$ cat src/rtl/coh_bus_arbiter.sv
// Round-robin arbiter and sequencer for the shared snoopy coherence bus.
// One transaction is in flight at a time; ownership ends on bus_done or timeout.
module coh_bus_arbiter #(
    parameter int NUM_REQ = 4,
    parameter int ADDR_W  = 20,
    parameter int TIMEOUT = 64,
    localparam int SRC_W  = $clog2(NUM_REQ)
) (
    input  logic                      clk,
    input  logic                      rst,
    input  logic [NUM_REQ-1:0]        req,
    input  logic [2*NUM_REQ-1:0]      req_cmd,
    input  logic [ADDR_W*NUM_REQ-1:0] req_addr,
    output logic [NUM_REQ-1:0]        grant,
    output logic                      bus_valid,
    output logic [1:0]                bus_cmd,
    output logic [ADDR_W-1:0]         bus_addr,
    output logic [SRC_W-1:0]          bus_src,
    input  logic                      bus_done,
    output logic                      bus_err,
    output logic                      busy
);

    typedef enum logic [1:0] {
        IDLE  = 2'd0,
        GRANT = 2'd1,
        WAIT  = 2'd2
    } state_t;

    state_t              state_q;
    logic [NUM_REQ-1:0]  grant_q;
    logic                valid_q;
    logic [1:0]          cmd_q;
    logic [ADDR_W-1:0]   addr_q;
    logic [SRC_W-1:0]    src_q;
    logic                err_q;
    logic                busy_q;
    logic [SRC_W-1:0]    rr_ptr_q;
    logic [7:0]          cnt_q;

    logic                found_s;
    logic [SRC_W-1:0]    win_s;
    logic [SRC_W:0]      sum_s;
    logic [NUM_REQ-1:0]  gnt_s;
    logic [1:0]          win_cmd_s;
    logic [ADDR_W-1:0]   win_addr_s;
    logic [SRC_W-1:0]    rr_ptr_d;

    // Winner search starts at rr_ptr and wraps, so the last owner has lowest priority.
    always_comb begin
        found_s    = 1'b0;
        win_s      = '0;
        sum_s      = '0;
        gnt_s      = '0;
        win_cmd_s  = 2'b00;
        win_addr_s = '0;
        for (int j = 0; j < NUM_REQ; j++) begin
            sum_s = {1'b0, rr_ptr_q} + (SRC_W+1)'(j);
            if (sum_s >= (SRC_W+1)'(NUM_REQ)) begin
                sum_s = sum_s - (SRC_W+1)'(NUM_REQ);
            end else begin
                sum_s = sum_s;
            end
            if (!found_s && req[sum_s[SRC_W-1:0]]) begin
                found_s = 1'b1;
                win_s   = sum_s[SRC_W-1:0];
            end else begin
                found_s = found_s;
            end
        end
        for (int i = 0; i < NUM_REQ; i++) begin
            if (win_s == SRC_W'(i)) begin
                gnt_s[i]   = 1'b1;
                win_cmd_s  = req_cmd[2*i +: 2];
                win_addr_s = req_addr[ADDR_W*i +: ADDR_W];
            end else begin
                gnt_s[i]   = 1'b0;
            end
        end
        if (src_q == SRC_W'(NUM_REQ-1)) begin
            rr_ptr_d = '0;
        end else begin
            rr_ptr_d = src_q + 1'b1;
        end
    end

    // Bus sequencing FSM; every output comes straight from a register here.
    always_ff @(posedge clk) begin
        if (rst) begin
            state_q  <= IDLE;
            grant_q  <= '0;
            valid_q  <= 1'b0;
            cmd_q    <= 2'b00;
            addr_q   <= '0;
            src_q    <= '0;
            err_q    <= 1'b0;
            busy_q   <= 1'b0;
            rr_ptr_q <= '0;
            cnt_q    <= 8'd0;
        end else begin
            case (state_q)
                IDLE: begin
                    err_q <= 1'b0;
                    if (found_s) begin
                        grant_q <= gnt_s;
                        valid_q <= 1'b1;
                        busy_q  <= 1'b1;
                        cmd_q   <= win_cmd_s;
                        addr_q  <= win_addr_s;
                        src_q   <= win_s;
                        state_q <= GRANT;
                    end else begin
                        state_q <= IDLE;
                    end
                end
                GRANT: begin
                    valid_q <= 1'b0;
                    cnt_q   <= 8'd0;
                    if (bus_done) begin
                        grant_q  <= '0;
                        busy_q   <= 1'b0;
                        rr_ptr_q <= rr_ptr_d;
                        state_q  <= IDLE;
                    end else begin
                        state_q  <= WAIT;
                    end
                end
                WAIT: begin
                    // A completion in the timeout cycle still counts as success.
                    if (bus_done) begin
                        grant_q  <= '0;
                        busy_q   <= 1'b0;
                        rr_ptr_q <= rr_ptr_d;
                        state_q  <= IDLE;
                    end else if (cnt_q == 8'(TIMEOUT-1)) begin
                        grant_q  <= '0;
                        busy_q   <= 1'b0;
                        err_q    <= 1'b1;
                        rr_ptr_q <= rr_ptr_d;
                        state_q  <= IDLE;
                    end else begin
                        cnt_q    <= cnt_q + 8'd1;
                    end
                end
                default: begin
                    state_q <= IDLE;
                    grant_q <= '0;
                    valid_q <= 1'b0;
                    busy_q  <= 1'b0;
                    err_q   <= 1'b0;
                end
            endcase
        end
    end

    assign grant     = grant_q;
    assign bus_valid = valid_q;
    assign bus_cmd   = cmd_q;
    assign bus_addr  = addr_q;
    assign bus_src   = src_q;
    assign bus_err   = err_q;
    assign busy      = busy_q;

endmodule
$ cat config.mk
export PLATFORM = sky130hd
export DESIGN_NAME = coh_bus_arbiter
export DESIGN_NICKNAME = d
export VERILOG_FILES = /design/src/rtl/coh_bus_arbiter.sv
export SDC_FILE = /design/constraint.sdc
export NUM_CORES = 1
export LEC_CHECK = 0
export ABC_AREA = 1
export CORE_AREA = 2 2 74 76
export CTS_BUF_LIST = sky130_fd_sc_hd__clkbuf_8
export DETAILED_ROUTE_END_ITERATION = 8
export DIE_AREA = 0 0 76 78
export DONT_BUFFER_PORTS = 1
export GPL_ROUTABILITY_DRIVEN = 0
export PLACE_DENSITY = 0.66
export SKIP_LAST_GASP = 1
export SLEW_MARGIN = 20
export SYNTH_ARGS = -nofsm -noshare
export SYNTH_HDL_FRONTEND = slang
export SYNTH_SLANG_ARGS = --single-unit
$ cat constraint.sdc
create_clock -name clk -period 2.1 [get_ports clk]
set_input_delay 0.105 -clock clk [delete_from_list [all_inputs] [get_ports clk]]
set_output_delay 0.105 -clock clk [all_outputs]
set_load 0.005 [all_outputs]
==> results of run 1 <==
[final cells by class]
type / instances / area, um2 / area share (%)
clock buffer: 6 / 82.6 / 2.55
multi-input combinational: 326 / 1700 / 52.6
sequential: 43 / 871 / 26.9
timing repair buffer: 26 / 278 / 8.59
inverter: 42 / 178 / 5.49
tap: 70 / 87.6 / 2.71
clock inverter: 2 / 35.0 / 1.08
[cells in the final DEF, fill, tap and decap left out, drive strengths merged]
cell	n
dlygate4sd3	5
nand3	41
ha	2
a21boi	1
nand2	156
nor2	38
o31ai	1
o21ai	36
nand4	10
buf	21
o21a	1
a211oi	2
bufinv	1
inv	41
or2	1
clkinv	2
a21oi	35
nor3	2
clkbuf	6
dfxtp	43
[metrics by stage]
step	util (%)	total power, uW
final	64.1	4870
after global routing	64.1	5290
after CTS	57.7	4250
after detailed placement	54.4	3550
after global placement	54.4	3510
after floorplan	-	3150
[critical path: cells and delay by family, from the launching register on]
| family | cells | cell delay (ns) |
|---|---|---|
| and+or+nand+nor | 9 | 0.94 |
| AOI/OAI and AO/OA | 2 | 0.18 |
| buffers and inverters | 4 | 0.44 |
| DFF | 1 | 0.38 |
[report_power, final]
| part | internal (uW) | total [uW] | switching, uW | leakage (uW) |
|---|---|---|---|---|
| clock | 385 | 682 | 297 | 0.0000612 |
| sequential | 1080 | 1330 | 242 | 0.000356 |
| combinational | 1140 | 2860 | 1720 | 0.00107 |
[kinds of logic (layout without fill, tap and decap cells)]
| kind of cell | after synthesis | count (layout) | synth area share, % |
|---|---|---|---|
| AO/OA/AOI/OAI | 76 | 76 | 16.0 |
| adder cells (fa/ha/maj) | 2 | 2 | 0.927 |
| buffers and inverters | 61 | 76 | 11.2 |
| flip-flops | 43 | 43 | 31.9 |
| AND/OR/NAND/NOR | 243 | 248 | 39.9 |
[repair_timing]
action,in CTS,in global routing
resized for setup,0,42
endpoints found under the setup margin,0,25
endpoints found under the hold margin,26,21
buffers inserted,0,11
[flip-flops by register name, summed over array words and instances, names as in the netlist]
| name | cells |
|---|---|
| bus_src | 2 |
| grant | 4 |
| state_q | 2 |
| rr_ptr_q | 2 |
| bus_cmd | 2 |
| cnt_q | 8 |
| bus_valid | 1 |
| busy | 1 |
| bus_err | 1 |
| bus_addr | 20 |
[path summary, 6_finish.rpt]
kind	end	slack, ns	cells after the start	start
setup / recovery	bus_addr[0]$_SDFFE_PP0N_	0.05	15	rr_ptr_q[0]$_SDFFE_PP0P_
setup reg to reg	bus_addr[0]$_SDFFE_PP0N_	0.05	15	rr_ptr_q[0]$_SDFFE_PP0P_
hold / removal	cnt_q[1]$_SDFFE_PP0P_	-0.14	1	rst
hold reg to reg	cnt_q[7]$_SDFFE_PP0P_	0.46	1	cnt_q[7]$_SDFFE_PP0P_
[metal layers]
metal,vias up,global-route usage [%]
li1,1413,-
met1,1254,27.3
met2,109,42.1
met3,13,7.21
met4,0,6.18
met5,-,0
==> impl_metrics.json, run 1 <==
{
  "async_flop_share_pct": 0,
  "dieHeight_um": 78,
  "antenna_found_initial": 0,
  "violations": "hold timing",
  "wl_met1_um": 3160,
  "grt_pass1_wl_um": 11400,
  "overflow": 0,
  "pin_count": 126,
  "postLayoutCellArea_um2": 3230,
  "antenna_left": 0,
  "initial_core_util_pct": 53.5,
  "fin_crit_sh_pct": 97.6,
  "first_pass_iters": 6,
  "synth_edf_count": 0,
  "grt_use_total_pct": 23.5,
  "area_delta_synth_final_pct": 19.9,
  "first_global_vias": 2507,
  "clkTransAtPathRegs_ns": 0.09,
  "dr_wl_met2_um": 3890,
  "drt_iter0_markers": 148,
  "fin_cells": 515,
  "placed_cell_area_um2": 2740,
  "peakVddDrop_mv": 0.772,
  "critPathSlowestCell": "dfxtp_4",
  "cp_data_arrival_time_ns": 2.25,
  "ys_warn_count": 0,
  "hold_viol_final": 21,
  "syn_area_per_cell_um2": 6.35,
  "fin_ws_ns": 0.0500,
  "via_count": 2789,
  "clock_sinks": 43,
  "path_class": "register to register",
  "numCtsBuffers": 5,
  "synth_top_area_cell": "dfxtp_1",
  "cellPowerDensity_nw_per_um2": 1510,
  "die_w_um": 76,
  "drc_errors": 0,
  "netlist_area_um2": 2700,
  "rsz0062_at_grt": "true",
  "cp_cell_sequence": "buf_8, nand2_1, nand3_1, nand2_2, nor2_4, nand3_1, nand2_4, nand2_8, inv_8, nand2_8, buf_12, o21ai_0, inv_1, nand2_1, a21oi_1",
  "cts_hold_buf": 5,
  "timing.setup.tns_ns": 0,
  "drt-total-wl_um": 7800,
  "synth_cell_types": 30,
  "maxCapViolations": 0,
  "cp.required_ns": 2.30,
  "grt_max_degree": 28,
  "vias_per_cell": 5.42,
  "wl_met3_um": 580,
  "io_buffer_count": 0,
  "start_kind": "register",
  "core_area_um2": 5040,
  "status": "finished, violations left",
  "p_leak_uw": 0.00149,
  "fin_worst_skew_ns": 0.00798,
  "max_stage_delay_ns": 0.38,
  "synth_ff_type": "dfxtp_1",
  "place_ws_ns": 0.0610,
  "antenna_cells": 0,
  "slew_violations": 0,
  "drive_gt1_share_pct": 18.2,
  "setup-violations-final": 0,
  "die-area_um2": 5930,
  "min_period_ns": 2.05,
  "maxUsedRoutingLayer": "met4",
  "rows": 26,
  "fmax_mhz": 488,
  "yosys-top-cells-count": "nand2_1, dfxtp_1, nand3_1, inv_1, nor2_1",
  "wl_per_cell_um": 15.1,
  "yosysSeqAreaShare_pct": 31.9,
  "cts_root_buf": "clkbuf_8",
  "cts_tree": "yes",
  "netlist_instances": 425,
  "whs_ns": -0.144,
  "clkLatencyLatePin_ns": 0.30,
  "synth_area_leaders": "dfxtp_1, nand2_1, nand3_1",
  "fillers": 465,
  "cp-end-kind": "register",
  "relSlewSlack_pct": 73.9,
  "hp-class": "primary input to register",
  "nNetsFinal": 541,
  "tightest_slew_ns": 0.390,
  "hpwl_um": 5230,
  "dp.cells": 486,
  "yosys_register_bits": 43,
  "synthesis.nets": 522,
  "ctsLongestPathBuffers": 2,
  "synth_top_area_share_pct": 31.9,
  "yosysMostFrequentCell": "nand2_1",
  "cts.htree.levels": 2,
  "cp_max_fo": 12
}
Note: power is estimated with default switching activity, not from simulation.
==> inputs of run 2 (changes only) <==
==> constraint.sdc (replaced) <==
create_clock -name clk -period 2.7 [get_ports clk]
set_input_delay 0.135 -clock clk [delete_from_list [all_inputs] [get_ports clk]]
set_output_delay 0.135 -clock clk [all_outputs]
set_load 0.005 [all_outputs]
==> impl_metrics.json, run 2 (synthesized netlist as in run 1, its figures left out) <==
{
  "core_area_um2": 5040,
  "rr_startpoint": "rr_ptr_q[0]$_SDFFE_PP0P_",
  "dieHeight_um": 78,
  "die-area_um2": 5930,
  "cp-end-kind": "register",
  "rows": 26,
  "most-common-layout-cells": "nand2_1, dfxtp_1, nand3_1",
  "max_stage_delay_ns": 0.35,
  "hpwl_um": 4990,
  "pin_count": 126,
  "grt_pass1_wl_um": 11100,
  "first_global_vias": 2342,
  "cp_max_fo": 24,
  "start_kind": "register",
  "rr_worst_depth": 15,
  "path_delay_family": "simple AND/OR/NAND/NOR gates",
  "ctsLongestPathBuffers": 2,
  "clkLatencyLatePin_ns": 0.30,
  "cp_cell_sequence": "buf_4, nand2_1, nand3_1, nand2_2, nor2_1, nand3_1, nand2_2, nand2_4, inv_4, nand2_4, inv_2, nand2_1, nand2_1, inv_1, a21oi_1",
  "clockPowerShare_pct": 16.4,
  "clock_sinks": 43,
  "grt_use_total_pct": 23.2,
  "io_buffer_count": 0,
  "place_ws_ns": 0.447,
  "cp_data_arrival_time_ns": 2.50,
  "fin_cells": 487,
  "drive_gt1_share_pct": 8.87,
  "clkTransAtPathRegs_ns": 0.09,
  "post_cts_resize_count": 0,
  "p_comb_share_pct": 51.3,
  "overflow": 0,
  "min_period_ns": 2.27,
  "rsz0062_at_grt": "false",
  "fin_ws_ns": 0.435,
  "tightest_slew_ns": 0.978,
  "vias_per_cell": 5.30,
  "post-cts-setup-buffers": 0,
  "timing.setup.tns_ns": 0,
  "p_leak_uw": 0.00128,
  "relSlewSlack_pct": 34.6,
  "antenna_cells": 0,
  "hold_viol_final": 0,
  "hp-start": "rst",
  "regToRegEndpoint": "bus_addr[19]$_SDFFE_PP0N_",
  "cts_tree": "yes",
  "wl_per_cell_um": 13.8,
  "cts.htree.levels": 2,
  "fin_crit_sh_pct": 83.9,
  "largest_reg_flops": 20,
  "slew_violations": 0,
  "maxCapViolations": 0,
  "switching_share_pct": 47.6,
  "dp.cells": 478,
  "crit_top_cell": "nand2_1",
  "r2r_slack_ns": 0.43,
  "switchingPower_uw": 1490,
  "drt-total-wl_um": 6730,
  "setup-violations-final": 0,
  "critPathBufInv": 4,
  "peakVddDrop_mv": 0.550,
  "antenna_found_initial": 0,
  "path_class": "register to register",
  "grt_max_degree": 40,
  "drc_errors": 0,
  "internal_power_uw": 1640,
  "first_pass_iters": 4,
  "fin_worst_skew_ns": 0.00295,
  "power.share.sequential_pct": 32.4,
  "numCtsBuffers": 5,
  "hp-class": "primary input to register",
  "antenna_left": 0,
  "nNetsFinal": 513,
  "area_delta_synth_final_pct": 3.11,
  "fmax_mhz": 441,
  "cp.required_ns": 2.94,
  "critPathSlowestCell": "dfxtp_1",
  "cts_hold_buf": 1,
  "via_count": 2583,
  "fin_total_pwr_uw": 3130,
  "cts_root_buf": "clkbuf_8",
  "die_w_um": 76,
  "status": "complete, no violations",
  "whs_path_depth": 3,
  "min_to": "cnt_q[5]$_SDFFE_PP0P_",
  "drt_iter0_markers": 92,
  "initial_core_util_pct": 53.5,
  "cellPowerDensity_nw_per_um2": 1120,
  "final_common_cell": "nand2_1"
}
-- run 2: changes by cell type in the layout (fill, tap and decap cells not counted), moves of 4 or more --
cell           previous run  this run
buf_4                    15         2
inv_2                     2         6
dlygate4sd3_1             5         1
nand2_2                   8         4
buf_12                    5         0
nand2_4                  10         3
dfxtp_1                  39        43
nand2_1                 135       146
-- run 2: power groups by stage --
stage	Sequential, uW	Clock (uW)	Combinational [uW]
finish	1010	511	1600
global route	1040	544	1860
CTS	1020	524	1620
detailed placement	1030	0	1610
global placement	1030	0	1570
floorplan	975	0	1470
-- run 2: cell type report --
cell class,instances,area [um2]
clock buffers,5,68.8
clock inverters,3,43.8
fillers,533,2260
inverters,42,160
multi-input cells,321,1540
flip-flops and latches,43,861
well taps,70,87.6
repair buffers,3,25.0
-- run 2: through the flow --
stage | hold WS (ns) | cell area, um2 | utilization, %
4_1_cts | 0.00845 | 2780 | 55.2
3_5_place_dp | 0.205 | 2660 | 52.7
6_report | 0.0197 | 2780 | 55.2
2_1_floorplan | 0.306 | 2700 | -
5_1_grt | 0.0281 | 2780 | 55.2
3_3_place_gp | 0.203 | 2660 | 52.7
-- run 2: worst reg2reg max path, delay by kind of cell, from the launching register on --
| kind | cells | cell delay (ns) |
|---|---|---|
| and+or+nand+nor | 10 | 1.17 |
| buffers and inverters | 4 | 0.59 |
| DFF | 1 | 0.35 |
| AOI/OAI and AO/OA | 1 | 0.12 |
-- run 2: how the worst max path moves through the flow --
stage / start / to / slack [ns] / cells after the start
2_1_floorplan: rr_ptr_q[0]$_SDFFE_PP0P_ / bus_addr[6]$_SDFFE_PP0N_ / 0.95 / 15
3_3_place_gp: rr_ptr_q[0]$_SDFFE_PP0P_ / bus_addr[17]$_SDFFE_PP0N_ / 0.52 / 15
3_5_place_dp: rr_ptr_q[0]$_SDFFE_PP0P_ / bus_addr[19]$_SDFFE_PP0N_ / 0.45 / 15
4_1_cts: rr_ptr_q[0]$_SDFFE_PP0P_ / bus_addr[19]$_SDFFE_PP0N_ / 0.41 / 15
5_1_grt: rr_ptr_q[0]$_SDFFE_PP0P_ / bus_addr[19]$_SDFFE_PP0N_ / 0.12 / 15
6_report: rr_ptr_q[0]$_SDFFE_PP0P_ / bus_addr[19]$_SDFFE_PP0N_ / 0.43 / 15
-- run 2: metal layers --
layer / global-route usage (%) / up-vias / part of all wire [%]
met1: 27.1 / 1129 / 42
met2: 39.7 / 85 / 48
met4: 8.36 / 0 / 1.6
met3: 7.91 / 11 / 8.3
li1: - / 1358 / -
met5: 0 / - / 0
==> inputs of run 3 (changes only) <==
--- a/config.mk
+++ b/config.mk
@@ -5,11 +5,11 @@
 export SDC_FILE = /design/constraint.sdc
 export NUM_CORES = 1
 export LEC_CHECK = 0
-export ABC_AREA = 1
-export CORE_AREA = 2 2 74 76
+export ABC_AREA = 0
+export CORE_AREA = 2 2 70 72
 export CTS_BUF_LIST = sky130_fd_sc_hd__clkbuf_8
 export DETAILED_ROUTE_END_ITERATION = 8
-export DIE_AREA = 0 0 76 78
+export DIE_AREA = 0 0 72 74
 export DONT_BUFFER_PORTS = 1
 export GPL_ROUTABILITY_DRIVEN = 0
 export PLACE_DENSITY = 0.66
==> constraint.sdc (replaced) <==
create_clock -name clk -period 2.2 [get_ports clk]
set_input_delay 0.11 -clock clk [delete_from_list [all_inputs] [get_ports clk]]
set_output_delay 0.11 -clock clk [all_outputs]
set_load 0.005 [all_outputs]
==> impl_metrics.json, run 3 <==
{
  "cts_root_buf": "clkbuf_8",
  "drt_iter0_markers": 111,
  "rr_startpoint": "rr_ptr_q[1]$_SDFFE_PP0P_",
  "timing.setup.tns_ns": 0,
  "start_kind": "register",
  "hold_viol_final": 0,
  "hp-start": "req_addr[45]",
  "first_pass_iters": 4,
  "clkLatencyLatePin_ns": 0.29,
  "synth_adder_area_share_pct": 1.04,
  "grt_max_degree": 48,
  "cp_max_fo": 13,
  "hpwl_um": 3980,
  "synth_top_area_share_pct": 35.7,
  "numCtsBuffers": 5,
  "cts.htree.levels": 2,
  "clock_sinks": 43,
  "grt_use_total_pct": 20.0,
  "initial_core_util_pct": 52.4,
  "post_cts_resize_count": 0,
  "tightest_slew_ns": 0.658,
  "rsz0062_at_grt": "false",
  "synth_area_leaders": "dfxtp_1, mux2i_1, o41ai_1",
  "fin_crit_sh_pct": 90.9,
  "syn_area_per_cell_um2": 9.46,
  "yosys.area_share.simple_pct": 15.6,
  "antenna_left": 0,
  "yosys-top-cells-count": "dfxtp_1, mux2i_1, o41ai_1, nand3_1, nand2b_1",
  "peakVddDrop_mv": 0.388,
  "path_class": "register to register",
  "drc_errors": 0,
  "drt-total-wl_um": 5530,
  "yosysMostFrequentCell": "dfxtp_1",
  "first_global_vias": 1786,
  "min_period_ns": 2.00,
  "synth_top_area_cell": "dfxtp_1",
  "fin_worst_skew_ns": 0.00581,
  "synth_compound_area_share_pct": 24.2,
  "clkTransAtPathRegs_ns": 0.08,
  "whs_path_depth": 2,
  "fillers": 427,
  "antenna_cells": 0,
  "synth_xor_area_share_pct": 1.82,
  "core_area_um2": 4600,
  "via_count": 2044,
  "pin_count": 126,
  "grt_pass1_wl_um": 8340,
  "yosysSeqAreaShare_pct": 35.7,
  "synthesis.nets": 352,
  "p_leak_uw": 0.000912,
  "r2r_slack_ns": 0.20,
  "fmax_mhz": 500,
  "vias_per_cell": 6.75,
  "cp_data_arrival_time_ns": 2.15,
  "overflow": 0,
  "cp-end-kind": "register",
  "die_w_um": 72,
  "synth_edf_count": 0,
  "relSlewSlack_pct": 56.0,
  "area_delta_synth_final_pct": 6.28,
  "io_buffer_count": 0,
  "final_common_cell": "dfxtp_1",
  "die-area_um2": 5330,
  "fin_total_pwr_uw": 2030,
  "async_flop_share_pct": 0,
  "synthMuxAreaShare_pct": 15.8,
  "cts_tree": "yes",
  "hp-class": "primary input to register",
  "rows": 25,
  "wl_per_cell_um": 18.3,
  "antenna_found_initial": 0,
  "largest_reg_flops": 20,
  "cp.required_ns": 2.35,
  "critPathLaunch": "rr_ptr_q[1]$_SDFFE_PP0P_",
  "yosys_register_bits": 43,
  "most-common-layout-cells": "dfxtp_1, mux2i_1, o41ai_1",
  "status": "complete, no violations",
  "cellPowerDensity_nw_per_um2": 792,
  "regToRegEndpoint": "bus_cmd[0]$_SDFFE_PP0N_",
  "ctsLongestPathBuffers": 2,
  "drive_gt1_share_pct": 8.03,
  "netlist_instances": 255,
  "nNetsFinal": 345,
  "dieHeight_um": 74,
  "synth_ff_type": "dfxtp_1",
  "synth_cell_types": 42,
  "ys_warn_count": 0,
  "post-cts-setup-buffers": 0,
  "synth_top_family_by_area": "compound AO/OA/AOI/OAI gates",
  "rr_worst_depth": 4,
  "maxCapViolations": 0,
  "netlist_area_um2": 2410,
  "min_to": "bus_addr[5]$_SDFFE_PP0N_",
  "setup-violations-final": 0,
  "slew_violations": 0
}
run 3: critical path: stages, from the launching register on:
cell and delay (ns):
dfxtp_1 0.47, a21oi_1 0.12, o32ai_2 0.54, nand2b_1 0.52, o221ai_1 0.21
run 3: metal layers:
| layer | part of all wire, % | track usage [%] | vias up | routed length, um |
|---|---|---|---|---|
| met5 | 0 | 0 | - | 0 |
| met4 | 0.90 | 6.50 | 0 | 50 |
| met3 | 8.5 | 6.91 | 4 | 473 |
| met2 | 51 | 35.3 | 92 | 2810 |
| met1 | 40 | 23.0 | 976 | 2200 |
| li1 | - | - | 972 | - |
run 3: worst max-delay path by stage:
stage	end	cells after the start
global placement	bus_cmd[0]$_SDFFE_PP0N_	4
floorplan	bus_addr[10]$_SDFFE_PP0N_	7
global route	bus_cmd[0]$_SDFFE_PP0N_	4
CTS	bus_cmd[0]$_SDFFE_PP0N_	4
detailed placement	bus_cmd[0]$_SDFFE_PP0N_	4
finish	bus_cmd[0]$_SDFFE_PP0N_	4
run 3: final cells by class:
type                    count  area [um2]  area share [%]
flip-flops and latches     43         861            33.6
clock inverters             3        63.8            2.49
inverters                   4        15.0           0.586
clock buffers               5        68.8            2.69
multi-input cells         187        1420            55.3
repair buffers              7        70.1            2.73
well taps                  54        67.6            2.64
run 3: through the flow:
| stage | utilization [%] | instances | area, um2 | hold WS (ns) | setup slack (ns) |
|---|---|---|---|---|---|
| 3_3_place_gp | 52.4 | 293 | 2410 | 0.181 | 0.257 |
| 6_report | 55.7 | 303 | 2560 | 0.0381 | 0.201 |
| 2_1_floorplan | - | 255 | 2410 | 0.188 | 0.633 |
| 3_5_place_dp | 52.4 | 293 | 2410 | 0.183 | 0.220 |
| 5_1_grt | 55.7 | 303 | 2560 | 0.0396 | 0.0464 |
| 4_1_cts | 55.7 | 303 | 2560 | 0.0307 | 0.201 |
run 3: what timing repair did:
item,4_1_cts,5_1_grt
hold buffers,2,0
setup endpoints to repair,0,0
endpoints found under the hold margin,15,0
run 3: cell families after synthesis:
kind of cell,count (synthesis)
AND/OR/NAND/NOR,71
AO/OA/AOI/OAI,71
XOR/XNOR,5
flip-flops,43
multiplexers,38
buffers and inverters,25
adder cells (fa/ha/maj),2
run 3: power by group:
group	internal (uW)	switching, uW	leakage (uW)
clock network	449	266	0.0000695
logic	172	225	0.000489
registers	854	62.3	0.000354
total	1480	554	0.000912
